[src/rtl/csr_trap_ctrl.sv]
// Machine-mode CSR file and trap sequencer (RUN/WAIT/FLUSH) for the five-stage core.
// Optional feature macro: CSR_COUNTERS_EN adds 64-bit mcycle/minstret (read-only).
module csr_trap_ctrl #(
  parameter logic [31:0] MTVEC_RST = 32'h0000_0000
) (
  input  logic        clk,
  input  logic        reset,
  input  logic        EXE_CSRSel,
  input  logic [1:0]  EXE_CSR_type,
  input  logic [1:0]  EXE_sys_op,
  input  logic [11:0] EXE_CSR_addr,
  input  logic [31:0] csr_wdata,
  input  logic [31:0] EXE_pc,
  input  logic        exe_valid,
  input  logic        stall_in,
  input  logic        retire,
  input  logic        ext_irq,
  input  logic        timer_irq,
  output logic [31:0] csr_rdata,
  output logic        CSR_stall,
  output logic        CSR_reset,
  output logic [31:0] redirect_pc
);

  localparam logic [11:0] ADDR_MSTATUS = 12'h300;
  localparam logic [11:0] ADDR_MIE     = 12'h304;
  localparam logic [11:0] ADDR_MTVEC   = 12'h305;
  localparam logic [11:0] ADDR_MEPC    = 12'h341;
  localparam logic [11:0] ADDR_MCAUSE  = 12'h342;
  localparam logic [11:0] ADDR_MIP     = 12'h344;

  localparam logic [1:0] CSR_RW   = 2'b01;
  localparam logic [1:0] CSR_RS   = 2'b10;
  localparam logic [1:0] CSR_RC   = 2'b11;
  localparam logic [1:0] SYS_WFI  = 2'b01;
  localparam logic [1:0] SYS_MRET = 2'b10;

  localparam logic [31:0] CAUSE_EXT   = 32'h8000_000B;
  localparam logic [31:0] CAUSE_TIMER = 32'h8000_0007;

  typedef enum logic [1:0] {
    S_RUN,
    S_WAIT,
    S_FLUSH
  } state_e;

  state_e      state_q, state_d;
  logic        mstatus_mie_q, mstatus_mie_d;
  logic        mstatus_mpie_q, mstatus_mpie_d;
  logic        mie_mtie_q, mie_mtie_d;
  logic        mie_meie_q, mie_meie_d;
  logic [31:0] mtvec_q, mtvec_d;
  logic [31:0] mepc_q, mepc_d;
  logic [31:0] mcause_q, mcause_d;
  logic [31:0] wfi_pc_q, wfi_pc_d;
  logic [31:0] redirect_pc_q, redirect_pc_d;

  logic [31:0] mstatus_rd, mie_rd, mip_rd;
  logic [1:0]  pend;
  logic        pend_any;
  logic        csr_wr;
  logic [31:0] csr_new;
  logic        trap_take;
  logic [31:0] trap_epc;

`ifdef CSR_COUNTERS_EN
  logic [63:0] mcycle_q, mcycle_d;
  logic [63:0] minstret_q, minstret_d;

  always_comb begin
    mcycle_d   = mcycle_q + 64'd1;
    minstret_d = minstret_q + {63'd0, retire};
  end

  always_ff @(posedge clk) begin
    if (reset) begin
      mcycle_q   <= '0;
      minstret_q <= '0;
    end else begin
      mcycle_q   <= mcycle_d;
      minstret_q <= minstret_d;
    end
  end
`else
  logic unused_retire;
  assign unused_retire = retire;
`endif

  assign mstatus_rd = {19'd0, 2'b11, 3'd0, mstatus_mpie_q, 3'd0, mstatus_mie_q, 3'd0};
  assign mie_rd     = {20'd0, mie_meie_q, 3'd0, mie_mtie_q, 7'd0};
  assign mip_rd     = {20'd0, ext_irq, 3'd0, timer_irq, 7'd0};
  // pend[1] = external, pend[0] = timer; external wins the cause encoding
  assign pend       = {ext_irq & mie_meie_q, timer_irq & mie_mtie_q};
  assign pend_any   = |pend;

  always_comb begin
    case (EXE_CSR_addr)
      ADDR_MSTATUS: csr_rdata = mstatus_rd;
      ADDR_MIE:     csr_rdata = mie_rd;
      ADDR_MTVEC:   csr_rdata = mtvec_q;
      ADDR_MEPC:    csr_rdata = mepc_q;
      ADDR_MCAUSE:  csr_rdata = mcause_q;
      ADDR_MIP:     csr_rdata = mip_rd;
`ifdef CSR_COUNTERS_EN
      12'hB00, 12'hC00: csr_rdata = mcycle_q[31:0];
      12'hB80, 12'hC80: csr_rdata = mcycle_q[63:32];
      12'hB02, 12'hC02: csr_rdata = minstret_q[31:0];
      12'hB82, 12'hC82: csr_rdata = minstret_q[63:32];
`endif
      default:      csr_rdata = '0;
    endcase
  end

  always_comb begin
    case (EXE_CSR_type)
      CSR_RW:  csr_new = csr_wdata;
      CSR_RS:  csr_new = csr_rdata | csr_wdata;
      CSR_RC:  csr_new = csr_rdata & ~csr_wdata;
      default: csr_new = csr_rdata;
    endcase
  end

  assign csr_wr = EXE_CSRSel && (EXE_CSR_type != 2'b00) && !stall_in && (state_q == S_RUN);

  always_comb begin
    state_d        = state_q;
    mstatus_mie_d  = mstatus_mie_q;
    mstatus_mpie_d = mstatus_mpie_q;
    mie_mtie_d     = mie_mtie_q;
    mie_meie_d     = mie_meie_q;
    mtvec_d        = mtvec_q;
    mepc_d         = mepc_q;
    mcause_d       = mcause_q;
    wfi_pc_d       = wfi_pc_q;
    redirect_pc_d  = redirect_pc_q;
    trap_take      = 1'b0;
    trap_epc       = EXE_pc;

    if (csr_wr) begin
      case (EXE_CSR_addr)
        ADDR_MSTATUS: begin
          mstatus_mie_d  = csr_new[3];
          mstatus_mpie_d = csr_new[7];
        end
        ADDR_MIE: begin
          mie_mtie_d = csr_new[7];
          mie_meie_d = csr_new[11];
        end
        ADDR_MTVEC:  mtvec_d  = csr_new;
        ADDR_MEPC:   mepc_d   = {csr_new[31:2], 2'b00};
        ADDR_MCAUSE: mcause_d = csr_new;
        default: ;
      endcase
    end

    case (state_q)
      S_RUN: begin
        if (!stall_in) begin
          if (EXE_CSRSel) begin
            if (EXE_sys_op == SYS_MRET) begin
              mstatus_mie_d  = mstatus_mpie_q;
              mstatus_mpie_d = 1'b1;
              redirect_pc_d  = mepc_q;
              state_d        = S_FLUSH;
            end else if (EXE_sys_op == SYS_WFI) begin
              wfi_pc_d = EXE_pc + 32'd4;
              if (!pend_any) state_d = S_WAIT;
            end
          end else if (exe_valid && mstatus_mie_q && pend_any) begin
            trap_take = 1'b1;
          end
        end
      end
      S_WAIT: begin
        if (!stall_in && pend_any) begin
          if (mstatus_mie_q) begin
            trap_take = 1'b1;
            trap_epc  = wfi_pc_q;
          end else begin
            state_d = S_RUN;
          end
        end
      end
      S_FLUSH: state_d = S_RUN;
      default: state_d = S_RUN;
    endcase

    // Trap entry is applied last so it overrides any same-cycle CSR write.
    if (trap_take) begin
      mstatus_mpie_d = mstatus_mie_q;
      mstatus_mie_d  = 1'b0;
      mepc_d         = {trap_epc[31:2], 2'b00};
      mcause_d       = pend[1] ? CAUSE_EXT : CAUSE_TIMER;
      redirect_pc_d  = {mtvec_q[31:2], 2'b00};
      state_d        = S_FLUSH;
    end
  end

  always_ff @(posedge clk) begin
    if (reset) begin
      state_q        <= S_RUN;
      mstatus_mie_q  <= 1'b0;
      mstatus_mpie_q <= 1'b0;
      mie_mtie_q     <= 1'b0;
      mie_meie_q     <= 1'b0;
      mtvec_q        <= MTVEC_RST;
      mepc_q         <= '0;
      mcause_q       <= '0;
      wfi_pc_q       <= '0;
      redirect_pc_q  <= '0;
    end else begin
      state_q        <= state_d;
      mstatus_mie_q  <= mstatus_mie_d;
      mstatus_mpie_q <= mstatus_mpie_d;
      mie_mtie_q     <= mie_mtie_d;
      mie_meie_q     <= mie_meie_d;
      mtvec_q        <= mtvec_d;
      mepc_q         <= mepc_d;
      mcause_q       <= mcause_d;
      wfi_pc_q       <= wfi_pc_d;
      redirect_pc_q  <= redirect_pc_d;
    end
  end

  assign CSR_stall   = (state_q == S_WAIT);
  assign CSR_reset   = (state_q == S_FLUSH);
  assign redirect_pc = redirect_pc_q;

endmodule

[config.mk]
export PLATFORM = sky130hd
export DESIGN_NAME = csr_trap_ctrl
export DESIGN_NICKNAME = d
export VERILOG_FILES = /design/src/rtl/csr_trap_ctrl.sv
export SDC_FILE = /design/constraint.sdc
export NUM_CORES = 1
export LEC_CHECK = 0
export ABC_AREA = 1
export BUFFER_PORTS_ARGS = -buffer_cell sky130_fd_sc_hd__buf_2
export CORE_MARGIN = 4
export CORE_UTILIZATION = 47
export CTS_BUF_LIST = sky130_fd_sc_hd__clkbuf_4
export DETAILED_ROUTE_END_ITERATION = 6
export GPL_TIMING_DRIVEN = 0
export PLACE_DENSITY = 0.77
export SLEW_MARGIN = 20
export SYNTH_ARGS = -nofsm -noshare
export SYNTH_HDL_FRONTEND = slang
export SYNTH_SLANG_ARGS = --single-unit
[constraint.sdc]
create_clock -name clk -period 4.1 [get_ports clk]
set_clock_uncertainty 0.15 [all_clocks]
set_input_delay 0.205 -clock clk [delete_from_list [all_inputs] [get_ports clk]]
set_output_delay 0.205 -clock clk [all_outputs]
set_load 0.02 [all_outputs]
Word-level counts from Yosys, hierarchy flattened

Index checks and enable logic that the tools add are counted.

Equal/unequal tests: 26
Add/sub/neg operators: 1
Muxes and demuxes: 45
Bitwise operators: 7
Reduce and logical (&&, ||, !) cells: 25

Operators by type and width:

| operator                                                                | count |
|---|---|
| 32-bit 2-to-1 mux                                                       | 14 |
| 32-bit case mux with 6 select lines                                     | 1 |
| 32-bit case mux with 3 select lines                                     | 1 |
| 12-bit by 10-bit == test with 1-bit output, second input constant       | 6 |
| 32-bit by 3-bit adder with 32-bit output, second input constant         | 1 |
| 32-bit AND                                                              | 1 |
| 32-bit NOT                                                              | 1 |
| 32-bit bitwise OR                                                       | 1 |
| 1-bit 2-to-1 mux                                                        | 18 |
| 2-bit 2-to-1 mux                                                        | 8 |
| 2-bit nonzero test                                                      | 7 |
| 6-bit AND reduction                                                     | 2 |
| 2-bit == test, second input constant                                    | 4 |
| 2-bit AND reduction                                                     | 4 |
| 2-bit by 1-bit == test with 1-bit output, second input constant         | 3 |
| 1-bit logical AND                                                       | 6 |
| 2-bit inequality test, second input constant                            | 3 |
| 3-bit by 1-bit inequality test with 1-bit output, second input constant | 2 |
| 3-bit by 2-bit inequality test with 1-bit output, second input constant | 2 |
| 3-bit inequality test, second input constant                            | 2 |
| 5-bit AND reduction                                                     | 1 |
| 4-bit 2-to-1 mux                                                        | 1 |
| 2-bit by 1-bit inequality test with 1-bit output, second input constant | 2 |
| 4-bit by 2-bit inequality test with 1-bit output, second input constant | 1 |
| 9 further kinds                                                         | 12 |

Register bits: 162
Word-level logic and storage cells: 115
Output and inout bits: 66
Input bits: 88

Longest topological paths before layout

Gate-level depths: netlist of the first run.

Word-level depth: 11
Depth in mapped cells: 13

Least setup slack after synthesis of the first run

No wires, ideal clock.

Path kind: in2out
Start point: input port EXE_CSR_addr[5]
End point: output port csr_rdata[27]
Data arrival time: 1.418 ns
Stages on the path: 7
Required time: 3.745 ns
Path slack: 2.327 ns
Cell sequence: nor2_2 -> nand2_2 -> nor2_4 -> nand2_4 -> buf_2 -> buf_2 -> o221ai_1

Cells in the longest elaborated chain, start to end: 2

RTL lines:

| what                                       | line | text |
|---|---|---|
| from (decl)                                | 11   | `input logic [11:0] EXE_CSR_addr,` |
| 12-bit by 10-bit == test with 1-bit output | 97   | `case (EXE_CSR_addr)` |
| 32-bit case mux with 6 select lines *      | 97   |  |
| to (decl)                                  | 19   | `output logic [31:0] csr_rdata,` |

Every way passes the cells marked *; elsewhere a longest branch is shown, timed or not.

Worst setup path in the final report of the first run

Start point: input port EXE_CSR_addr[5]
End point: output port csr_rdata[25]

Same word-level chain as after synthesis.

==> impl_metrics.csv, run 1 <==
group,metric,value,unit
cts,insertion_delay,0.59,ns
cts,cts_htree_levels,4,
synth,synth-xor-area-share,0.863,%
setup_path,r2r_cells,12,
timing,period_share,59.3,%
synth,synth_seq_cells,160,
layout,seqCellArea,3200,um^2
cts,ctsLongestPathBuffers,2,
outcome,outcome,"finished, violations left",
layout,multiInputGateArea,5560,um^2
synth,synth_fa_ha_area_share,0.370,%
synth,synth_mux_area_share,0,%
cts,post_cts_resized,0,
setup_path,critPathCapture,"csr_rdata[25]",
drt,drt_iter0_drc,1426,
synth,synth_ff_type,"dfxtp_1",
grt,globalRouteOverflowTotal,0,
synth,synth_area_leaders,"dfxtp_1 (32%), nand2_1 (14%), inv_1 (7.4%)",
grt,grt_use_total,32.4,%
synth,synthCells,1568,
timing,setup_viol,0,
placed_design,place_ws,1.73,ns
setup_path,r2r_start,"mie_mtie_q",
placed_design,gp_congestion,0.994,
grt,grt_pass1_vias,11000,
floorplan,ios,154,
timing,layout_setup_ws,1.67,ns
grt,antenna_found_initial,1,
drt,drtPass1Iterations,7,
cts,postCtsHoldBufs,66,
timing,fin_crit,2.43,ns
power_and_ir_drop,peakVddDrop,0.180,mV
synth,synth-seq-area-share,31.5,%
cts,cts.clk_slew.worst_paths,0.14,ns
timing,relSlewSlack,43.1,%
timing,timing.fmax,0.411,GHz
cts,post-cts-setup-buffer-count,0,
timing,fin_tns_setup,0,ns
power_and_ir_drop,power_per_cell_area,262,nW/um^2
floorplan,core_region_area,21200,um^2
setup_path,worstPathMaxFanout,10,
cts,root_buffer,"clkbuf_4",
synth,yosysTopAreaCellShare,31.5,%
drt,route.detailed.vias_per_inst,5.59,
synth,ys_types,52,
job,maxCapViolCount,0,
setup_path,worstSetupEndpointType,"output port",
timing,worst_pin_slew,0.854,ns
synth,synth-simple-area-share,32.2,%
cts,numCtsBuffers,17,
drt,wl_per_cell,18.9,um
drt,drc,11,
setup_path,r2r_slack,1.81,ns
outcome,violations,"DRC",
setup_path,worstPathRequired,3.74,ns
floorplan,num_rows,53,
min_path,hp-class,"in -> reg",
floorplan,die_area,24000,um^2
timing,rsz0062_at_grt,"false",
layout,fillCellCount,2086,
layout,layout-drive-gt1-share,17.8,%
setup_path,start_kind,"input port",
synth,syn_avg_cell_area,6.48,um^2
grt,grt_pass1_wl,61.0,mm
drt,vias,11700,
power_and_ir_drop,power.leakage,5.75,nW
synth,synth_top_family_by_area,"simple AND/OR/NAND/NOR gates",
synth,synth_area,10200,um^2
timing,drv_slew,0,
synth,ys_warn_count,0,
setup_path,arrival,2.08,ns
setup_path,setup.worst_path.start,"EXE_CSR_addr[5]",
layout,area_delta_synth_final,20.8,%
grt,grt_max_degree,17,
floorplan,start_util,48.0,%
synth,synth_compound_area_share,21.2,%
setup_path,r2r-end,"mepc_q[8]",
synth,synthArstFlopShare,0,%
cts,cts.sinks,160,
synth,yosysTopAreaCell,"dfxtp_1",
drt,drt_wl_total,39.6,mm
cts,cts_tree,"yes",
placed_design,hpwl,29.6,mm
drt,ant_nets,0,
timing,finalHoldViolations,0,
floorplan,die_y,155,um
synth,synth_edf_count,0,
layout,fin_nets,1893,
floorplan,dieWidth,155,um
placed_design,portBuffers,148,
min_path,worstHoldPathCells,6,
setup_path,crit_type,"in -> out",
-- cell usage in the layout, fill, tap and decap left out, types with 12 or more instances in the layout --
cell,count
a21oi_1,96
a31oi_1,32
buf_2,177
buf_6,12
clkbuf_1,32
clkbuf_4,18
dfxtp_1,160
dlygate4sd3_1,66
inv_1,201
inv_2,15
nand2_1,386
nand2_2,13
nand3_1,127
nand3_2,13
nor2_1,107
o211ai_1,32
o21ai_0,130
o21ai_1,33
o221ai_1,27
-- area by class of cell --
cell class / instances / share of cell area (%)
antenna: 1 / 0.0204
buffer: 89 / 4.49
clock buffer: 17 / 1.04
clock inverter: 15 / 1.86
inverter: 222 / 6.92
multi-input combinational: 1098 / 45.3
sequential: 160 / 26.1
tap: 275 / 2.81
timing repair buffer: 214 / 11.4
-- synth_stat cells, drive strengths merged, types with 6 or more instances --
cell type  number
nand2         408
inv           218
o21ai         164
dfxtp         160
nand3         141
nor2          126
a21oi         106
buf            49
clkbuf         39
a31oi          32
o211ai         32
o221ai         27
nor3           11
nand4          10
xor2            6
-- logic make-up (layout without fill, tap and decap cells) --
logic type | count (synthesis) | after routing
adder cells (fa/ha/maj) | 3 | 3
AO/OA/AOI/OAI | 372 | 372
buffers and inverters | 311 | 557
XOR/XNOR | 10 | 10
other | 1 | 3
flip-flops | 160 | 160
AND/OR/NAND/NOR | 711 | 711
-- where the power goes --
| group | switching (mW) | leakage, nW | internal, mW | total, mW |
|---|---|---|---|---|
| Combinational | 0.277 | 4.28 | 0.155 | 0.431 |
| Clock | 0.637 | 0.181 | 0.553 | 1.19 |
| Sequential | 0.0110 | 1.29 | 1.58 | 1.59 |
-- flip-flops by register name, summed over array words and instances (netlist names) --
signal / cells
mepc_q: 30
mtvec_q: 32
mie_mtie_q: 1
mstatus_mie_q: 1
mstatus_mpie_q: 1
redirect_pc: 30
mcause_q: 32
mie_meie_q: 1
state_q: 2
wfi_pc_q: 30
-- critical path, cell delays in order --
cell      delay (ns)
buf_2           0.10
nor2_2          0.16
nand2_2         0.13
nor2_8          0.16
nand2_4         0.14
clkinv_4        0.11
clkbuf_1        0.52
nand2_1         0.13
o221ai_1        0.16
buf_2           0.23
-- metrics by stage --
stage / cells / hold slack (ns) / util (%) / total power [mW] / cell area (um^2)
2_1_floorplan: 1569 / 0.205 / - / 1.83 / 10200
3_3_place_gp: 1992 / 0.285 / 53.1 / 1.99 / 11200
3_5_place_dp: 1992 / 0.294 / 53.1 / 1.99 / 11200
4_1_cts: 2090 / 0.0261 / 57.9 / 3.19 / 12300
5_1_grt: 2091 / 0.0814 / 58.0 / 3.31 / 12300
6_report: 2091 / 0.0584 / 58.0 / 3.21 / 12300
-- layer usage --
metal / up-vias / share of wire, % / track usage, %
met1: 5249 / 40 / 43.7
met4: 0 / 3.5 / 12.4
met5: - / 0 / 0
li1: 5614 / - / -
met2: 721 / 45 / 51.9
met3: 114 / 11 / 5.45
-- how the worst min path moves through the flow --
stage,end,slack [ns],startpoint
global route,state_q[1],0.08,EXE_sys_op[0]
global placement,wfi_pc_q[2],0.29,wfi_pc_q[2]
floorplan,wfi_pc_q[20],0.21,EXE_pc[20]
finish,state_q[1],0.06,EXE_sys_op[0]
CTS,state_q[1],0.03,EXE_sys_op[0]
detailed placement,wfi_pc_q[2],0.29,wfi_pc_q[2]
(Power assumes the default switching activity.)
==> run 2: changes to the inputs <==
--- a/config.mk
+++ b/config.mk
@@ -12,7 +12,7 @@
 export CTS_BUF_LIST = sky130_fd_sc_hd__clkbuf_4
 export DETAILED_ROUTE_END_ITERATION = 6
 export GPL_TIMING_DRIVEN = 0
-export PLACE_DENSITY = 0.77
+export PLACE_DENSITY = 0.8
 export SLEW_MARGIN = 20
 export SYNTH_ARGS = -nofsm -noshare
 export SYNTH_HDL_FRONTEND = slang
==> constraint.sdc (replaced) <==
create_clock -name clk -period 2 [get_ports clk]
set_clock_uncertainty 0.15 [all_clocks]
set_input_delay 0.1 -clock clk [delete_from_list [all_inputs] [get_ports clk]]
set_output_delay 0.1 -clock clk [all_outputs]
set_load 0.02 [all_outputs]
==> run 2 against run 1 <==
The run ends with DRC, hold timing, setup timing left. Register-to-register slack got worse by 1.7 ns. First-iteration DRC count down 10%. Die area is the same. Power grew 96%. Sequential share of layout area fell by 0.72 points. Cell area increased by 3.0%. Global-route usage rose by 0.22 points. Sequential cell count stayed put. Core utilization increased by 1.7 points.
==> impl_metrics.csv, run 2 (same netlist as run 1, synthesis figures left out) <==
group,metric,value,unit
setup_path,worstPathRequired,2.35,ns
cts,insertion_delay,0.58,ns
setup_path,cp_cell_sequence,"dlygate4sd3_1 > buf_2 > nor2_1 > inv_1 > clkbuf_1 > o21ai_0 > o21ai_1 > nand2_1 > o21ai_1 > inv_1",
layout,biggestRegsByFlops,"mcause_q x32, mtvec_q x32",
timing,fin_hold_ws,-0.115,ns
grt,grt_max_degree,17,
timing,setup_viol,4,
setup_path,worstSetupEndpointType,"flop",
setup_path,critical_path_buf_inv_count,5,
layout,fin_util,59.7,%
timing,drv_slew,0,
grt,globalRouteOverflowTotal,0,
timing,timing.fmax,0.494,GHz
layout,layout_common_cells,"nand2_1 (384), inv_1 (201), buf_2 (161)",
drt,wl_per_cell,19.0,um
layout,final_common_cell,"nand2_1",
timing,layout_setup_ws,-0.0233,ns
power_and_ir_drop,power_per_cell_area,498,nW/um^2
placed_design,hpwl,29.7,mm
drt,drt_wl_total,40.2,mm
power_and_ir_drop,power.leakage,5.90,nW
power_and_ir_drop,switching_share,30.6,%
layout,fin_nets,1916,
drt,drtPass1Iterations,7,
timing,finalHoldViolations,2,
cts,root_buffer,"clkbuf_4",
outcome,violations,"DRC, hold timing, setup timing",
cts,cts.sinks,160,
timing,period_share,101,%
timing,relSlewSlack,37.2,%
setup_path,arrival,2.37,ns
timing,worst_pin_slew,0.943,ns
placed_design,gp_congestion,0.977,
setup_path,start_kind,"input port",
drt,vias,12000,
outcome,outcome,"finished, violations left",
setup_path,crit_type,"in -> reg",
floorplan,die_area,24000,um^2
cts,cts_htree_levels,4,
power_and_ir_drop,p_int,4.36,mW
timing,rsz0062_at_grt,"true",
power_and_ir_drop,switchingPower,1.92,mW
placed_design,placed_cells,1992,
drt,route.detailed.vias_per_inst,5.69,
layout,area_delta_synth_final,24.3,%
layout,layout-drive-gt1-share,19.7,%
grt,grt_pass1_vias,11300,
floorplan,num_rows,53,
drt,drt_iter0_drc,1281,
setup_path,cp_top_family,"buffers and inverters",
floorplan,core_region_area,21200,um^2
placed_design,place_ws,-0.461,ns
layout,final_cells,2114,
grt,grt_use_total,32.6,%
floorplan,dieWidth,155,um
power_and_ir_drop,p_clk_share,33.2,%
grt,grt_pass1_wl,61.4,mm
layout,seqCellArea,3210,um^2
floorplan,ios,154,
floorplan,start_util,48.0,%
cts,numCtsBuffers,17,
setup_path,crit_path_max_incr_delay,0.59,ns
cts,ctsLongestPathBuffers,2,
timing,fin_crit,2.02,ns
layout,fillCellCount,2044,
job,maxCapViolCount,0,
power_and_ir_drop,peakVddDrop,0.269,mV
setup_path,worstPathMaxFanout,10,
cts,cts.clk_slew.worst_paths,0.15,ns
layout,multiInputGateArea,5690,um^2
floorplan,die_y,155,um
power_and_ir_drop,combPwrFrac,15.0,%
placed_design,portBuffers,148,
cts,cts_tree,"yes",
drt,ant_nets,0,
drt,drc,7,
power_and_ir_drop,p_seq_share,51.8,%
grt,antenna_found_initial,2,
setup_path,crit_slowest_cell,"clkbuf_1",
power_and_ir_drop,power,6.28,mW
min_path,hp-class,"in -> reg",
run 2: cell types whose count changed in the layout (fill, tap and decap cells not counted), sizes merged:
| cell | delta |
|---|---|
| buf | -2 |
| dlygate4sd3 | +20 |
| bufinv | -3 |
| clkinv | -1 |
| clkinvlp | +2 |
| clkbuf | +6 |
| inv | +1 |
run 2: routing by layer:
layer  share of wire [%]  vias to the layer above  GRT usage, %  wire, um
met3                  10                      146          5.73      4110
li1                    -                     5662             -         -
met4                 4.9                        0          16.6      1960
met1                  41                     5506          42.7     16300
met2                  44                      723          51.5     17800
met5                   0                        -             0         0
run 2: area by class of cell:
type	count	share of cell area [%]
Multi-Input combinational cell	1098	45.1
Sequential cell	160	25.4
Timing Repair Buffer	237	12.9
Inverter	222	6.75
Buffer	89	4.79
Tap cell	275	2.73
Clock inverter	14	1.23
Clock buffer	18	1.07
Antenna cell	1	0.0198
run 2: repair_timing:
item	in CTS	in global routing
setup endpoints to repair	55	124
setup buffers	0	3
resized for setup	26	63
hold endpoints to repair	130	3
pin swaps	0	8
hold buffers	85	2
run 2: worst min-delay path, cell delays in order:
cell      delay, ns
buf_2          0.15
nand2_1        0.07
nand3_1        0.12
o211ai_1       0.09
inv_1          0.05
run 2: metrics by stage:
step,area [um^2],setup TNS (ns),hold slack (ns)
6_report,12600,-0.0475,-0.115
4_1_cts,12400,-0.0566,-0.148
5_1_grt,12600,-0.111,-0.146
3_5_place_dp,11200,-5.20,0.281
2_1_floorplan,10200,0,0.100
3_3_place_gp,11200,-4.90,0.276
run 2: power groups by stage:
stage / Clock [mW] / Sequential [mW] / Combinational, mW
2_1_floorplan: 0 / 3.35 / 0.398
3_3_place_gp: 0 / 3.32 / 0.753
3_5_place_dp: 0 / 3.32 / 0.757
4_1_cts: 2.09 / 3.26 / 0.890
5_1_grt: 2.22 / 3.26 / 1.00
6_report: 2.08 / 3.26 / 0.942
run 2: path summary, 6_finish.rpt:
check	cells after the start	start	slack, ns	end
setup / recovery	10	EXE_CSR_type[1]	-0.02	mtvec_q[23]
hold / removal	5	EXE_pc[14]	-0.12	wfi_pc_q[14]
setup reg to reg	8	state_q[1]	0.07	redirect_pc[20]
hold reg to reg	2	wfi_pc_q[2]	0.32	wfi_pc_q[2]
==> run 3: changes to the inputs <==
--- a/config.mk
+++ b/config.mk
@@ -11,7 +11,6 @@
 export CORE_UTILIZATION = 47
 export CTS_BUF_LIST = sky130_fd_sc_hd__clkbuf_4
 export DETAILED_ROUTE_END_ITERATION = 6
-export GPL_TIMING_DRIVEN = 0
 export PLACE_DENSITY = 0.8
 export SLEW_MARGIN = 20
 export SYNTH_ARGS = -nofsm -noshare
==> run 3 against run 2 <==
Via count is 3.1% lower. Fmax increased by 2.8%. The flow finishes with violations (DRC). Sequential share of layout area increased by 0.12 points. Cell count shrank 1.7%. Sequential power hardly changed. Largest power group unchanged. Setup slack improved by 0.055 ns. Worst hold slack better by 0.14 ns. Routed wire length fell by 9.5%. Register-to-register slack about the same.
==> impl_metrics.csv, run 3 (same netlist as run 1, synthesis figures left out) <==
group,metric,value,unit
job,maxCapViolCount,0,
layout,area_delta_synth_final,23.7,%
grt,grt_max_degree,75,
drt,wl_per_cell,17.5,um
cts,numCtsBuffers,17,
drt,vias,11700,
power_and_ir_drop,p_clk_share,34.9,%
cts,root_buffer,"clkbuf_4",
drt,drt_wl_total,36.4,mm
grt,grt_use_total,29.1,%
setup_path,crit_type,"in -> reg",
timing,relSlewSlack,58.0,%
power_and_ir_drop,power_per_cell_area,511,nW/um^2
timing,worst_pin_slew,0.630,ns
floorplan,num_rows,53,
layout,fin_util,59.4,%
placed_design,portBuffers,148,
setup_path,arrival,2.29,ns
timing,layout_setup_ws,0.0317,ns
setup_path,worstPathRequired,2.32,ns
timing,period_share,98.4,%
setup_path,crit_path_max_incr_delay,0.54,ns
timing,fin_hold_ws,0.0258,ns
drt,route.detailed.vias_per_inst,5.61,
drt,drtPass1Iterations,7,
power_and_ir_drop,peakVddDrop,0.302,mV
power_and_ir_drop,switching_share,28.0,%
placed_design,place_ws,0.0643,ns
grt,globalRouteOverflowTotal,0,
drt,drt_iter0_drc,1321,
setup_path,worstPathMaxFanout,4,
grt,grt_pass1_vias,10600,
timing,rsz0062_at_grt,"true",
placed_design,gp_congestion,0.961,
floorplan,dieWidth,155,um
timing,setup_viol,0,
floorplan,die_area,24000,um^2
power_and_ir_drop,combPwrFrac,14.4,%
timing,fin_tns_setup,0,ns
floorplan,start_util,48.0,%
layout,layout_common_cells,"nand2_1 (384), inv_1 (201), dfxtp_1 (158)",
grt,antenna_found_initial,1,
placed_design,placed_cells,1956,
layout,biggestRegsByFlops,"mcause_q x32, mtvec_q x32",
setup_path,crit_slowest_cell,"dlygate4sd3_1",
cts,cts_htree_levels,4,
placed_design,placed_area,11200,um^2
timing,timing.fmax,0.508,GHz
cts,cts.clk_slew.worst_paths,0.13,ns
power_and_ir_drop,switchingPower,1.80,mW
power_and_ir_drop,power.leakage,5.88,nW
drt,drc,3,
timing,drv_slew,0,
layout,final_cells,2079,
floorplan,ios,154,
grt,grt_pass1_wl,56.5,mm
setup_path,start_kind,"input port",
min_path,hp-class,"in -> reg",
outcome,outcome,"finished, violations left",
layout,layout-drive-gt1-share,19.4,%
floorplan,core_region_area,21200,um^2
floorplan,die_y,155,um
setup_path,worstSetupEndpointType,"flop",
setup_path,path_common_cell,"nand2_1",
power_and_ir_drop,power,6.42,mW
layout,final_common_cell,"nand2_1",
layout,fin_nets,1881,
layout,fillCellCount,1999,
timing,finalHoldViolations,0,
power_and_ir_drop,p_seq_share,50.7,%
outcome,violations,"DRC",
layout,final_cell_area,12600,um^2
timing,fin_crit,1.97,ns
cts,cts_tree,"yes",
cts,cts.sinks,160,
drt,ant_nets,0,
cts,ctsLongestPathBuffers,2,
placed_design,hpwl,24.7,mm
setup_path,cp_cell_sequence,"dlygate4sd3_1 > buf_4 > inv_1 > nor4_4 > nand2_1 > nor2_1 > nand2_1 > nand2_1 > dlygate4sd3_1 > a31oi_1",
cts,insertion_delay,0.58,ns
power_and_ir_drop,p_int,4.62,mW
[run 3: critical path, delay by kind of cell]
family / cells / cell delay, ns
AND/OR/NAND/NOR: 5 / 0.81
buffers and inverters: 4 / 1.32
AO/OA/AOI/OAI: 1 / 0.06
[run 3: final timing paths]
kind / startpoint / end / slack (ns) / depth (start not counted)
max reg2reg: state_q[0] / mepc_q[29] / 0.06 / 9
min: EXE_pc[14] / wfi_pc_q[20] / 0.03 / 7
min reg2reg: wfi_pc_q[4] / wfi_pc_q[4] / 0.32 / 2
max: EXE_pc[4] / wfi_pc_q[20] / 0.03 / 10
[run 3: power groups by stage]
stage / registers [mW] / clock network [mW] / logic [mW]
after CTS: 3.26 / 2.27 / 0.862
final: 3.26 / 2.24 / 0.923
after floorplan: 3.35 / 0 / 0.398
after detailed placement: 3.33 / 0 / 0.740
after global placement: 3.32 / 0 / 0.732
after global routing: 3.26 / 2.41 / 0.990
[run 3: cell type report]
type | instances | area, um^2 | area share [%]
Multi-Input combinational cell | 1098 | 5640 | 44.9
Sequential cell | 160 | 3210 | 25.5
Timing Repair Buffer | 291 | 2190 | 17.5
Inverter | 222 | 851 | 6.77
Tap cell | 275 | 344 | 2.74
Clock inverter | 13 | 181 | 1.44
Clock buffer | 19 | 143 | 1.14
Antenna cell | 1 | 2.50 | 0.0199
[run 3: repair_timing]
item,CTS,global route
gates resized for setup,0,46
hold endpoints to repair,131,2
endpoints found under the setup margin,0,76
setup buffers,0,8
hold buffers,80,2
[run 3: routing by layer]
| layer | track usage, % | routed length [um] | up-vias |
|---|---|---|---|
| li1 | - | - | 5587 |
| met1 | 40.9 | 15100 | 5297 |
| met2 | 45.0 | 16300 | 687 |
| met3 | 5.59 | 3990 | 93 |
| met4 | 9.42 | 1010 | 0 |
| met5 | 0 | 0 | - |
